[src/rtl/nora_membus_pkg.sv]
// Shared definitions for the NORA CPU memory-bus sequencer.
//   - CPU address windows for the bank registers, I/O page, banked RAM and ROM
//   - target_t: what a decoded CPU cycle talks to
//   - MAH prefixes that select the low RAM, banked RAM and ROM regions of SRAM
package nora_membus_pkg;

    typedef enum logic [2:0] {
        T_SRAM,
        T_RAMBANK,
        T_ROMBANK,
        T_VIA,
        T_VERA,
        T_AIO,
        T_NONE
    } target_t;

    localparam logic [15:0] RAMBANK_ADDR = 16'h0000;
    localparam logic [15:0] ROMBANK_ADDR = 16'h0001;
    localparam logic [15:0] IO_BASE      = 16'h9F00;
    localparam logic [15:0] VIA_LAST     = 16'h9F0F;
    localparam logic [15:0] VERA_BASE    = 16'h9F20;
    localparam logic [15:0] VERA_LAST    = 16'h9F3F;
    localparam logic [15:0] AIO_BASE     = 16'h9F40;
    localparam logic [15:0] AIO_LAST     = 16'h9F5F;
    localparam logic [15:0] BANKRAM_BASE = 16'hA000;
    localparam logic [15:0] ROM_BASE     = 16'hC000;

    localparam logic [4:0] MAH_LOW_PFX     = 5'b00000;
    localparam logic [1:0] MAH_BANKRAM_PFX = 2'b01;
    localparam logic [1:0] MAH_ROM_PFX     = 2'b11;

    // Order of the I/O chip-selects as they are generated in the top level.
    localparam target_t IO_SEL_TGT [3] = '{T_VIA, T_VERA, T_AIO};

endpackage

[src/rtl/nora_cpu_membus_if.sv]
// Bus bundle between the CPU/SRAM/I-O pins and the cycle sequencer.
//   master: the sequencer view (drives CPHI2, strobes, selects, data returns)
//   slave : the board/CPU view (drives address, R/W, data, run request)
interface nora_cpu_membus_if;
    logic        run_i;
    logic [15:0] ca_i;
    logic        crwn_i;
    logic [7:0]  cd_i;
    logic [7:0]  cd_o;
    logic        cd_oe_o;
    logic [7:0]  md_i;
    logic [7:0]  md_o;
    logic        md_oe_o;
    logic        cphi2_o;
    logic [8:0]  mah_o;
    logic        m1csn_o;
    logic        mrdn_o;
    logic        mwrn_o;
    logic        via_csn_o;
    logic        vera_csn_o;
    logic        aio_csn_o;
    logic [7:0]  io_rdata_i;
    logic [7:0]  rambank_o;
    logic [7:0]  rombank_o;
    logic        cyc_end_o;

    modport master (
        input  run_i, ca_i, crwn_i, cd_i, md_i, io_rdata_i,
        output cd_o, cd_oe_o, md_o, md_oe_o, cphi2_o, mah_o,
               m1csn_o, mrdn_o, mwrn_o, via_csn_o, vera_csn_o, aio_csn_o,
               rambank_o, rombank_o, cyc_end_o
    );

    modport slave (
        output run_i, ca_i, crwn_i, cd_i, md_i, io_rdata_i,
        input  cd_o, cd_oe_o, md_o, md_oe_o, cphi2_o, mah_o,
               m1csn_o, mrdn_o, mwrn_o, via_csn_o, vera_csn_o, aio_csn_o,
               rambank_o, rombank_o, cyc_end_o
    );
endinterface

[src/rtl/nora_addr_decode.sv]
// Combinational CPU address decoder.
//   ca_i      : CPU address
//   rambank_i : RAMBANK bits used for the $A000-$BFFF window
//   rombank_i : ROMBANK bits used for the $C000-$FFFF window
//   target_o  : decoded target of the cycle
//   mah_o     : SRAM address bits 20:12 (zero for non-SRAM targets)
module nora_addr_decode
    import nora_membus_pkg::*;
(
    input  logic [15:0] ca_i,
    input  logic [5:0]  rambank_i,
    input  logic [4:0]  rombank_i,
    output target_t     target_o,
    output logic [8:0]  mah_o
);

    always_comb begin
        target_o = T_NONE;
        mah_o    = '0;
        if (ca_i == RAMBANK_ADDR) begin
            target_o = T_RAMBANK;
        end else if (ca_i == ROMBANK_ADDR) begin
            target_o = T_ROMBANK;
        end else if (ca_i < IO_BASE) begin
            target_o = T_SRAM;
            mah_o    = {MAH_LOW_PFX, ca_i[15:12]};
        end else if (ca_i < BANKRAM_BASE) begin
            // I/O page; gaps between the chip windows stay T_NONE (open bus)
            if (ca_i <= VIA_LAST) begin
                target_o = T_VIA;
            end else if (ca_i >= VERA_BASE && ca_i <= VERA_LAST) begin
                target_o = T_VERA;
            end else if (ca_i >= AIO_BASE && ca_i <= AIO_LAST) begin
                target_o = T_AIO;
            end
        end else if (ca_i < ROM_BASE) begin
            target_o = T_SRAM;
            mah_o    = {MAH_BANKRAM_PFX, rambank_i, ca_i[12]};
        end else begin
            target_o = T_SRAM;
            mah_o    = {MAH_ROM_PFX, rombank_i, ca_i[13:12]};
        end
    end

endmodule

[src/rtl/nora_cpu_membus.sv]
// CPU cycle sequencer: derives CPHI2 from clk6x and turns each CPU cycle into
// SRAM strobes, I/O selects, bank-register accesses and CD read data.
//   clk6x, rst : system clock and synchronous active-high reset
//   bus        : nora_cpu_membus_if.master (CPU, SRAM and I/O side signals)
// Every output is registered and computed from the next-tick state, so the
// strobes change on the same edge as CPHI2.
module nora_cpu_membus
    import nora_membus_pkg::*;
#(
    parameter int PHI1_CYC = 3,
    parameter int PHI2_CYC = 3
) (
    input  logic clk6x,
    input  logic rst,
    nora_cpu_membus_if.master bus
);

    localparam int CYC_LEN = PHI1_CYC + PHI2_CYC;
    localparam int PH_W    = $clog2(CYC_LEN);

    localparam logic [PH_W-1:0] PH_PHI1_LAST = PH_W'(PHI1_CYC - 1);
    localparam logic [PH_W-1:0] PH_LAST      = PH_W'(CYC_LEN - 1);
    // MWRn window: second PHI2 tick up to the second-to-last PHI2 tick
    localparam logic [PH_W-1:0] PH_WR_FIRST  = PH_W'(PHI1_CYC + 1);
    localparam logic [PH_W-1:0] PH_WR_LAST   = PH_W'(CYC_LEN - 2);

    typedef enum logic [1:0] {S_IDLE, S_PHI1, S_PHI2} state_t;

    state_t          state_reg, state_next;
    logic [PH_W-1:0] ph_reg, ph_next;

    target_t     dec_target;
    logic [8:0]  dec_mah;
    target_t     tgt_reg, tgt_cur;
    logic        rd_reg, rd_cur;
    logic        phi2_entry, in_phi2_next, sram_next;
    logic [7:0]  rd_data_next;

    logic        cphi2_reg, m1csn_reg, mrdn_reg, mwrn_reg;
    logic        cd_oe_reg, md_oe_reg, cyc_end_reg;
    logic [7:0]  cd_o_reg, md_o_reg, rambank_reg, rombank_reg;
    logic [8:0]  mah_reg;
    logic        csn_reg [3];

    nora_addr_decode u_decode (
        .ca_i      (bus.ca_i),
        .rambank_i (rambank_reg[5:0]),
        .rombank_i (rombank_reg[4:0]),
        .target_o  (dec_target),
        .mah_o     (dec_mah)
    );

    always_ff @(posedge clk6x) begin
        if (rst) begin
            state_reg <= S_IDLE;
            ph_reg    <= '0;
        end else begin
            state_reg <= state_next;
            ph_reg    <= ph_next;
        end
    end

    // run_i is only looked at in IDLE and at the wrap, so a cycle in flight
    // is never stretched or cut short.
    always_comb begin
        state_next = state_reg;
        ph_next    = ph_reg;
        case (state_reg)
            S_IDLE: begin
                ph_next = '0;
                if (bus.run_i) state_next = S_PHI1;
            end
            S_PHI1: begin
                ph_next = ph_reg + 1'b1;
                if (ph_reg == PH_PHI1_LAST) state_next = S_PHI2;
            end
            S_PHI2: begin
                if (ph_reg == PH_LAST) begin
                    ph_next    = '0;
                    state_next = bus.run_i ? S_PHI1 : S_IDLE;
                end else begin
                    ph_next = ph_reg + 1'b1;
                end
            end
            default: begin
                state_next = S_IDLE;
                ph_next    = '0;
            end
        endcase
    end

    // On the entry edge the live decode is used; afterwards the captured one.
    assign phi2_entry   = (state_reg == S_PHI1) && (state_next == S_PHI2);
    assign in_phi2_next = (state_next == S_PHI2);
    assign tgt_cur      = phi2_entry ? dec_target : tgt_reg;
    assign rd_cur       = phi2_entry ? bus.crwn_i : rd_reg;
    assign sram_next    = in_phi2_next && (tgt_cur == T_SRAM);

    always_comb begin
        rd_data_next = 8'hFF;
        case (tgt_cur)
            T_SRAM:              rd_data_next = bus.md_i;
            T_RAMBANK:           rd_data_next = rambank_reg;
            T_ROMBANK:           rd_data_next = rombank_reg;
            T_VIA, T_VERA, T_AIO: rd_data_next = bus.io_rdata_i;
            default:             rd_data_next = 8'hFF;
        endcase
    end

    always_ff @(posedge clk6x) begin
        if (rst) begin
            tgt_reg     <= T_NONE;
            rd_reg      <= 1'b1;
            mah_reg     <= '0;
            cphi2_reg   <= 1'b0;
            m1csn_reg   <= 1'b1;
            mrdn_reg    <= 1'b1;
            mwrn_reg    <= 1'b1;
            cd_oe_reg   <= 1'b0;
            md_oe_reg   <= 1'b0;
            cd_o_reg    <= '0;
            md_o_reg    <= '0;
            cyc_end_reg <= 1'b0;
            rambank_reg <= '0;
            rombank_reg <= '0;
        end else begin
            if (phi2_entry) begin
                tgt_reg <= dec_target;
                rd_reg  <= bus.crwn_i;
                mah_reg <= dec_mah;
            end
            cphi2_reg   <= in_phi2_next;
            m1csn_reg   <= !sram_next;
            mrdn_reg    <= !(sram_next && rd_cur);
            mwrn_reg    <= !(sram_next && !rd_cur &&
                             ph_next >= PH_WR_FIRST && ph_next <= PH_WR_LAST);
            md_oe_reg   <= sram_next && !rd_cur;
            cd_oe_reg   <= in_phi2_next && rd_cur;
            cyc_end_reg <= in_phi2_next && (ph_next == PH_LAST);
            if (sram_next && !rd_cur) md_o_reg <= bus.cd_i;
            if (in_phi2_next && rd_cur) cd_o_reg <= rd_data_next;
            // Bank registers take CD at the end of the last PHI2 tick only,
            // so a cycle cut short by reset leaves them untouched.
            if (cyc_end_reg && !rd_reg) begin
                if (tgt_reg == T_RAMBANK) rambank_reg <= bus.cd_i;
                if (tgt_reg == T_ROMBANK) rombank_reg <= bus.cd_i;
            end
        end
    end

    generate
        for (genvar gi = 0; gi < 3; gi++) begin : g_io_sel
            always_ff @(posedge clk6x) begin
                if (rst) csn_reg[gi] <= 1'b1;
                else     csn_reg[gi] <= !(in_phi2_next && tgt_cur == IO_SEL_TGT[gi]);
            end
        end
    endgenerate

    assign bus.cphi2_o    = cphi2_reg;
    assign bus.m1csn_o    = m1csn_reg;
    assign bus.mrdn_o     = mrdn_reg;
    assign bus.mwrn_o     = mwrn_reg;
    assign bus.cd_oe_o    = cd_oe_reg;
    assign bus.md_oe_o    = md_oe_reg;
    assign bus.cd_o       = cd_o_reg;
    assign bus.md_o       = md_o_reg;
    assign bus.mah_o      = mah_reg;
    assign bus.cyc_end_o  = cyc_end_reg;
    assign bus.rambank_o  = rambank_reg;
    assign bus.rombank_o  = rombank_reg;
    assign bus.via_csn_o  = csn_reg[0];
    assign bus.vera_csn_o = csn_reg[1];
    assign bus.aio_csn_o  = csn_reg[2];

endmodule

[src/flat_wrapper.sv]
// flat-port wrapper written by rule: the top's interface ports become plain ports
module nora_cpu_membus_flat import nora_membus_pkg::*;
#(
    parameter int PHI1_CYC = 3,
    parameter int PHI2_CYC = 3
)
  (clk6x, rst, bus_run_i, bus_ca_i, bus_crwn_i, bus_cd_i, bus_md_i, bus_io_rdata_i, bus_cd_o, bus_cd_oe_o, bus_md_o, bus_md_oe_o, bus_cphi2_o, bus_mah_o, bus_m1csn_o, bus_mrdn_o, bus_mwrn_o, bus_via_csn_o, bus_vera_csn_o, bus_aio_csn_o, bus_rambank_o, bus_rombank_o, bus_cyc_end_o);
  nora_cpu_membus_if bus_i ();
  input  logic clk6x;
  input  logic rst;
  input wire logic [$bits(bus_i.run_i)-1:0] bus_run_i;
  input wire logic [$bits(bus_i.ca_i)-1:0] bus_ca_i;
  input wire logic [$bits(bus_i.crwn_i)-1:0] bus_crwn_i;
  input wire logic [$bits(bus_i.cd_i)-1:0] bus_cd_i;
  input wire logic [$bits(bus_i.md_i)-1:0] bus_md_i;
  input wire logic [$bits(bus_i.io_rdata_i)-1:0] bus_io_rdata_i;
  output wire logic [$bits(bus_i.cd_o)-1:0] bus_cd_o;
  output wire logic [$bits(bus_i.cd_oe_o)-1:0] bus_cd_oe_o;
  output wire logic [$bits(bus_i.md_o)-1:0] bus_md_o;
  output wire logic [$bits(bus_i.md_oe_o)-1:0] bus_md_oe_o;
  output wire logic [$bits(bus_i.cphi2_o)-1:0] bus_cphi2_o;
  output wire logic [$bits(bus_i.mah_o)-1:0] bus_mah_o;
  output wire logic [$bits(bus_i.m1csn_o)-1:0] bus_m1csn_o;
  output wire logic [$bits(bus_i.mrdn_o)-1:0] bus_mrdn_o;
  output wire logic [$bits(bus_i.mwrn_o)-1:0] bus_mwrn_o;
  output wire logic [$bits(bus_i.via_csn_o)-1:0] bus_via_csn_o;
  output wire logic [$bits(bus_i.vera_csn_o)-1:0] bus_vera_csn_o;
  output wire logic [$bits(bus_i.aio_csn_o)-1:0] bus_aio_csn_o;
  output wire logic [$bits(bus_i.rambank_o)-1:0] bus_rambank_o;
  output wire logic [$bits(bus_i.rombank_o)-1:0] bus_rombank_o;
  output wire logic [$bits(bus_i.cyc_end_o)-1:0] bus_cyc_end_o;
  assign bus_i.run_i = bus_run_i;
  assign bus_i.ca_i = bus_ca_i;
  assign bus_i.crwn_i = bus_crwn_i;
  assign bus_i.cd_i = bus_cd_i;
  assign bus_i.md_i = bus_md_i;
  assign bus_i.io_rdata_i = bus_io_rdata_i;
  assign bus_cd_o = bus_i.cd_o;
  assign bus_cd_oe_o = bus_i.cd_oe_o;
  assign bus_md_o = bus_i.md_o;
  assign bus_md_oe_o = bus_i.md_oe_o;
  assign bus_cphi2_o = bus_i.cphi2_o;
  assign bus_mah_o = bus_i.mah_o;
  assign bus_m1csn_o = bus_i.m1csn_o;
  assign bus_mrdn_o = bus_i.mrdn_o;
  assign bus_mwrn_o = bus_i.mwrn_o;
  assign bus_via_csn_o = bus_i.via_csn_o;
  assign bus_vera_csn_o = bus_i.vera_csn_o;
  assign bus_aio_csn_o = bus_i.aio_csn_o;
  assign bus_rambank_o = bus_i.rambank_o;
  assign bus_rombank_o = bus_i.rombank_o;
  assign bus_cyc_end_o = bus_i.cyc_end_o;
  nora_cpu_membus #(.PHI1_CYC(PHI1_CYC), .PHI2_CYC(PHI2_CYC)) u_core (.clk6x(clk6x), .rst(rst), .bus(bus_i));
endmodule
[config.mk]
export PLATFORM = sky130hd
export DESIGN_NAME = nora_cpu_membus_flat
export DESIGN_NICKNAME = d
export VERILOG_FILES = /design/src/rtl/nora_membus_pkg.sv /design/src/rtl/nora_cpu_membus_if.sv /design/src/rtl/nora_addr_decode.sv /design/src/rtl/nora_cpu_membus.sv /design/src/flat_wrapper.sv
export SDC_FILE = /design/constraint.sdc
export NUM_CORES = 1
export LEC_CHECK = 0
export CAP_MARGIN = 10
export CELL_PAD_IN_SITES_DETAIL_PLACEMENT = 2
export CELL_PAD_IN_SITES_GLOBAL_PLACEMENT = 2
export CORE_AREA = 2 2 96 122
export CTS_BUF_LIST = sky130_fd_sc_hd__clkbuf_8 sky130_fd_sc_hd__clkbuf_16
export CTS_CLUSTER_DIAMETER = 50
export DETAILED_ROUTE_END_ITERATION = 6
export DIE_AREA = 0 0 98 124
export GPL_TIMING_DRIVEN = 0
export PLACE_DENSITY = 0.78
export SLEW_MARGIN = 20
export SYNTH_ARGS = -nofsm -noshare
export SYNTH_HDL_FRONTEND = slang
export SYNTH_SLANG_ARGS = --single-unit
[constraint.sdc]
create_clock -name clk6x -period 2.8 [get_ports clk6x]
set_input_delay 0.28 -clock clk6x [delete_from_list [all_inputs] [get_ports clk6x]]
set_output_delay 0.28 -clock clk6x [all_outputs]
set_load 0.005 [all_outputs]
# Word level (Yosys, flattened, before mapping)
# Memories as Yosys holds them, arrays and structs flattened.
# Index checks and enable logic that the tools add are counted.
# W data, S select, Z words.
totals:
  ff_bits: 57
  mem_bits_rw: 3
  out_inout_bits: 51
  elab_cells: 101
  n_memories: 1
classes:
  addsub: 1
  order_cmp: 10
  n_eq_ne: 14
  n_mux: 28
  bitwise: 3
  n_reduce_logical: 28
mem_list:
  columns: ["name", "words", "width", "rd", "rd_clocked_by_memory_dff", "write_ports", "line", "text"]
  rows:
  - ["u_core.csn_reg", 3, 1, 3, 0, 3, "nora_cpu_membus.sv:43", "logic csn_reg [3];"]
op_table:
  columns: ["op", "n"]
  rows:
  - ["$le A16 B16 Y1 const B", 3]
  - ["$lt A16 B16 Y1 const B", 3]
  - ["$mux W9", 5]
  - ["$ge A16 B16 Y1 const B", 2]
  - ["$pmux W8 S4", 1]
  - ["$mux W3", 7]
  - ["$eq A16 B1 Y1 const B", 1]
  - ["$logic_not A16 Y1", 1]
  - ["$logic_and A1 B1 Y1", 14]
  - ["$eq A3 B2 Y1 const B", 4]
  - ["$eq A3 B3 Y1 const B", 4]
  - ["$mux W2", 5]
  - ["$logic_not A1 Y1", 8]
  - ["$mux W1", 8]
  - ["$eq A3 B1 Y1 const B", 2]
  - ["$pmux W2 S3", 1]
  - ["$pmux W3 S2", 1]
  - ["$eq A2 B2 Y1 const B", 2]
  - ["$reduce_and A2 Y1", 2]
  - ["$add A3 B1 Y3 const B", 1]
  - ["$ge A3 B3 Y1 const B", 1]
  - ["$le A3 B3 Y1 const B", 1]
  - ["$logic_not A3 Y1", 1]
  - ["$or A1 B1 Y1", 3]
  - ["other kinds (3)", 3]

# Logic depth before layout (Yosys ltp)
logic_depth:
  ltp_word: 16
  mapped_depth: 11
  mapped_depth_nobuf: 9

# By module
# From an unflattened synthesis, not the netlist that was laid out.
hier_totals:
  cells_unflattened: 359
  hier_area_um2: 3050.4
by_module_without_submodules:
  columns: ["module", "n_inst", "cells_each", "area_per_inst_um2", "seq_area_each_um2"]
  rows:
  - ["nora_cpu_membus", 1, 319, 2786.4, 1201.2]
  - ["nora_addr_decode", 1, 40, 264.0, 0.0]

# Worst setup path before layout
# Ideal clock, no wire load.
synth_timing:
  path_kind: "register -> register"
  from: "register u_core.ph_reg[0]"
  to: "register u_core.mwrn_reg, in the netlist u_core.bus.mwrn_o"
  arrival_ps: 2472
  setup_slack_ps: 208
  stages_incl_launch_ff: 11
  path_buffers: 1
  path_cell_list: "dfxtp_1 > inv_1 > ha_1 > nor2b_2 > nor2_1 > or3b_4 > nor2_4 > mux2_2 > or4_1 > buf_4 > a211o_1"
synth_via:
  elab_chain_len: 12
synth_lines:
  columns: ["item", "line", "text"]
  rows:
  - ["start, declared", "nora_cpu_membus.sv:30", "logic [PH_W-1:0] ph_reg, ph_next;"]
  - ["start signal, assigned", "nora_cpu_membus.sv:59", "ph_reg <= ph_next;"]
  - ["$eq A3 B3 Y1 / $eq A3 B2 Y1 (equally long branches)", "nora_cpu_membus.sv:78, nora_cpu_membus.sv:75", null]
  - ["$mux W2 (on tied branches)", "nora_cpu_membus.sv:78, nora_cpu_membus.sv:75", null]
  - ["$pmux W2 S3", "nora_cpu_membus.sv:68", "case (state_reg)"]
  - ["$eq A2 B2 Y1", "nora_cpu_membus.sv:93, nora_cpu_membus.sv:94", null]
  - ["$logic_and A1 B1 Y1", "nora_cpu_membus.sv:93", "assign phi2_entry = (state_reg == S_PHI1) && (state_next == S_PHI2);"]
  - ["$mux W3", null, null]
  - ["$logic_not A3 Y1", "nora_cpu_membus.sv:97", "assign sram_next = in_phi2_next && (tgt_cur == T_SRAM);"]
  - ["$logic_and A1 B1 Y1", "nora_cpu_membus.sv:97", null]
  - ["$logic_and A1 B1 Y1 (2 in a row)", "nora_cpu_membus.sv:135", "mwrn_reg <= !(sram_next && !rd_cur &&"]
  - ["$logic_and A1 B1 Y1 *", "nora_cpu_membus.sv:136", "ph_next >= PH_WR_FIRST && ph_next <= PH_WR_LAST);"]
  - ["$logic_not A1 Y1 *", "nora_cpu_membus.sv:135", null]
  - ["end signal, assigned", "nora_cpu_membus.sv:135", null]
  - ["end, declared", "nora_cpu_membus.sv:39", "logic cphi2_reg, m1csn_reg, mrdn_reg, mwrn_reg;"]
# Every way passes the cells marked *; elsewhere a longest branch is shown, timed or not.
# A chain may end at the register's enable or synchronous reset.

# Final worst setup path
# Same ends and word-level chain as after synthesis.

==> flow_summary_export.csv <==
group,metric,value,unit
route,drt_iter0_markers,78,
layout,nNetsFinal,488,
grt,grt_pass1_wl,17530,µm
grt,gr-usage-met2,0.3823,
worst_hold_path,holdCritPathClass,"in -> reg",
synthesis,yosys_warnings,0,
clock_network,root_buffer,"clkbuf_16",
synthesis,async_flop_share,0,
route,num_vias,2975,
route,via_per_inst,5.156,
worst_setup_path,cp.arrival,2.95,ns
grt,grt_pass1_vias,3220,
synthesis,ys_ff_latch,60,
sta,skew,0.007555,ns
job,maxCapViolCount,0,
sta,fin_crit_sh,0.9792,
synthesis,netlist_instances,325,
worst_setup_path,critPathLaunch,"u_core.ph_reg[0]$_SDFF_PP0_",
sta,slew_headroom,0.5225,
synthesis,yosys-top-cells-area,"dfxtp_1, mux2i_1, a21oi_1, a2bb2oi_2, nand2_1",
worst_setup_path,worst-path-max-fanout,9,
sta,holdWs,0.2814,ns
route,wirelength,11890,µm
worst_setup_path,reg2reg_slack,0.06,ns
floorplan,start_util,0.2661,
clock_network,clkTransAtPathRegs,0.05,ns
pwr,p_leak,1.656,nW
sta,hold_violations,0,
route,dr.pass1.iters,4,
placement,port_buffers,91,
worst_setup_path,endpoint,"u_core.bus.mwrn_o$_SDFF_PP1_",
sta,worstMarginPinSlew,0.7102,ns
sta,min_period,2.742,ns
pwr,total_power,2.022,mW
layout,final_common_cell,"clkdlybuf4s50_1",
grt,grt_max_degree,11,
floorplan,coreArea,10920,µm²
pwr,ir_drop,0.2998,mV
clock_network,cts_tree,"done",
sta,drv_slew,0,
placement,dpl.cell_count,551,
layout,antenna_cells,0,
route,wl_per_cell,20.61,µm
clock_network,ctsLongestPathBuffers,2,
worst_setup_path,crit_required,3.01,ns
grt,gr-usage-met3,0.05107,
floorplan,die_area,12150,µm²
placement,gp_congestion,0.8135,
route,postRouteAntennaNets,0,
sta,fmax,364.7,MHz
layout,area_growth,52.60,%
floorplan,pin_count,95,
synthesis,postSynthAreaPerCell,8.943,µm²
grt,grt_overflow,0,
synthesis,synth_nets,376,
worst_setup_path,timing.rr.start,"u_core.ph_reg[0]$_SDFF_PP0_",
clock_network,clock-sinks,60,
grt,grt.busiest_layer,"met2",
layout,drive_gt1_frac,0.1697,
clock_network,htree_num_levels,3,
worst_setup_path,startpoint_type,"flip-flop",
grt,grt.met1_usage,0.1807,
layout,largest_register_ffs,9,
synthesis,netlist_area,2907,µm²
layout,post-route-cell-area,4436,µm²
synthesis,synth-edff-count,0,
route,drc,0,
clock_network,clkLatencyLatePin,0.33,ns
worst_setup_path,end_kind,"flip-flop",
clock_network,cts_buffers,9,
floorplan,die-height,124,µm
layout,fillers,1197,
worst_setup_path,critPathKind,"reg -> reg",
worst_setup_path,r2r_cells,11,
status,status,"complete, no violations",
synthesis,synth_top_cell_area_share,0.4133,
synthesis,synth_seq_area_share,0.4133,
worst_setup_path,worst_r2r_endpoint,"u_core.bus.mwrn_o$_SDFF_PP1_",
grt,antenna_found_initial,0,
grt,track_usage,0.1898,
clock_network,cts_hold_buffers,0,
sta,final-setup-viol-count,0,
synthesis,synth_cell_type_count,55,
placement,hpwl,8617,µm
layout,final_cell_mix,"clkdlybuf4s50_1, dfxtp_1, nand2_1",
pwr,power.density,455.9,nW/µm²
floorplan,fp-row-count,43,
synthesis,synthFlopType,"dfxtp_1",
layout,final-instance-count-excl-fill,577,
floorplan,fp.dieW,98,µm
placement,placed_cell_area,3986,µm²
synthesis,yosysTopAreaCell,"dfxtp_1",
[worst min path at each step]
stage | slack [ns] | endpoint | cells past startpoint | startpoint
detailed placement | 0.46 | u_core.bus.mah_o[0]$_SDFFE_PP0P_ | 2 | u_core.bus.mah_o[0]$_SDFFE_PP0P_
global placement | 0.44 | u_core.bus.mah_o[0]$_SDFFE_PP0P_ | 2 | u_core.bus.mah_o[0]$_SDFFE_PP0P_
global route | 0.30 | u_core.bus.mah_o[6]$_SDFFE_PP0P_ | 3 | bus_ca_i[15]
CTS | 0.27 | u_core.bus.mah_o[4]$_SDFFE_PP0P_ | 3 | bus_ca_i[15]
finish | 0.28 | u_core.bus.mah_o[4]$_SDFFE_PP0P_ | 3 | bus_ca_i[15]
floorplan | 0.41 | u_core.bus.md_o[0]$_SDFFE_PP0P_ | 1 | bus_cd_i[0]
[timing repair]
item | 4_1_cts | 5_1_grt
setup endpoints to repair | 18 | 19
pin swaps | 2 | 4
buffers inserted | 3 | 7
hold endpoints to repair | 0 | 0
gates resized for setup | 8 | 23
[worst max-delay path: stages (launching register included)]
cell and delay [ns]:
dfxtp_2 0.33, inv_1 0.08, ha_2 0.20, nor2b_4 0.16, nor2_2 0.06, nor3b_4 0.36
and3_4 0.27, buf_4 0.16, nor2_2 0.06, or4_4 0.55, buf_8 0.17, a211o_1 0.23
[report_power, final]
part	switching [mW]	total [mW]	internal, mW	leakage, nW
registers	0.00328	0.860	0.856	0.485
clock network	0.381	0.987	0.606	0.147
logic	0.0859	0.176	0.0903	1.02
total	0.470	2.02	1.55	1.66
[synth_stat cells (all sizes together), types with 6 or more instances]
cell type   n
a21o        9
a21oi      31
a221oi      8
a2bb2oi     8
buf         6
clkbuf     12
dfxtp      60
ha          7
inv        11
mux2i      19
nand2      32
nand3      17
nor2       28
nor3        6
o21ai      21
[layer usage]
metal | share of wire | vias up
met3 | 0.046 | 20
met2 | 0.57 | 75
met1 | 0.36 | 1487
li1 | - | 1393
met5 | 0 | -
met4 | 0.021 | 0
[final cells by class]
cell class              instances  area [µm²]  share of cell area
flip-flops and latches         60        1207              0.2722
plain buffers                  18       108.9             0.02454
repair buffers                101       985.9              0.2223
inverters                      12       45.04             0.01016
well taps                     135       168.9             0.03808
clock inverters                 6       25.02            0.005642
multi-input cells             235        1655              0.3732
clock buffers                  10       239.0             0.05388
[metrics by stage]
stage / setup TNS [ns] / util / worst slack (ns)
3_5_place_dp: -5.809 / 0.3650 / -0.3535
4_1_cts: 0 / 0.3937 / 0.009027
2_1_floorplan: 0 / - / 0.2080
3_3_place_gp: -5.893 / 0.3650 / -0.3831
6_report: 0 / 0.4061 / 0.05816
5_1_grt: -0.1006 / 0.4061 / -0.04975
[cell families (layout without fill, tap and decap cells)]
family,Yosys count,in the layout,synth area share
muxes,21,21,0.07318
xor gates and xnor gates,2,2,0.006028
and+or+nand+nor,115,115,0.2114
adders and majority gates,7,7,0.03013
DFF,60,60,0.4133
buffers and inverters,30,147,0.04692
AOI/OAI and AO/OA,90,90,0.2191
Note: power is estimated with default switching activity, not from simulation.
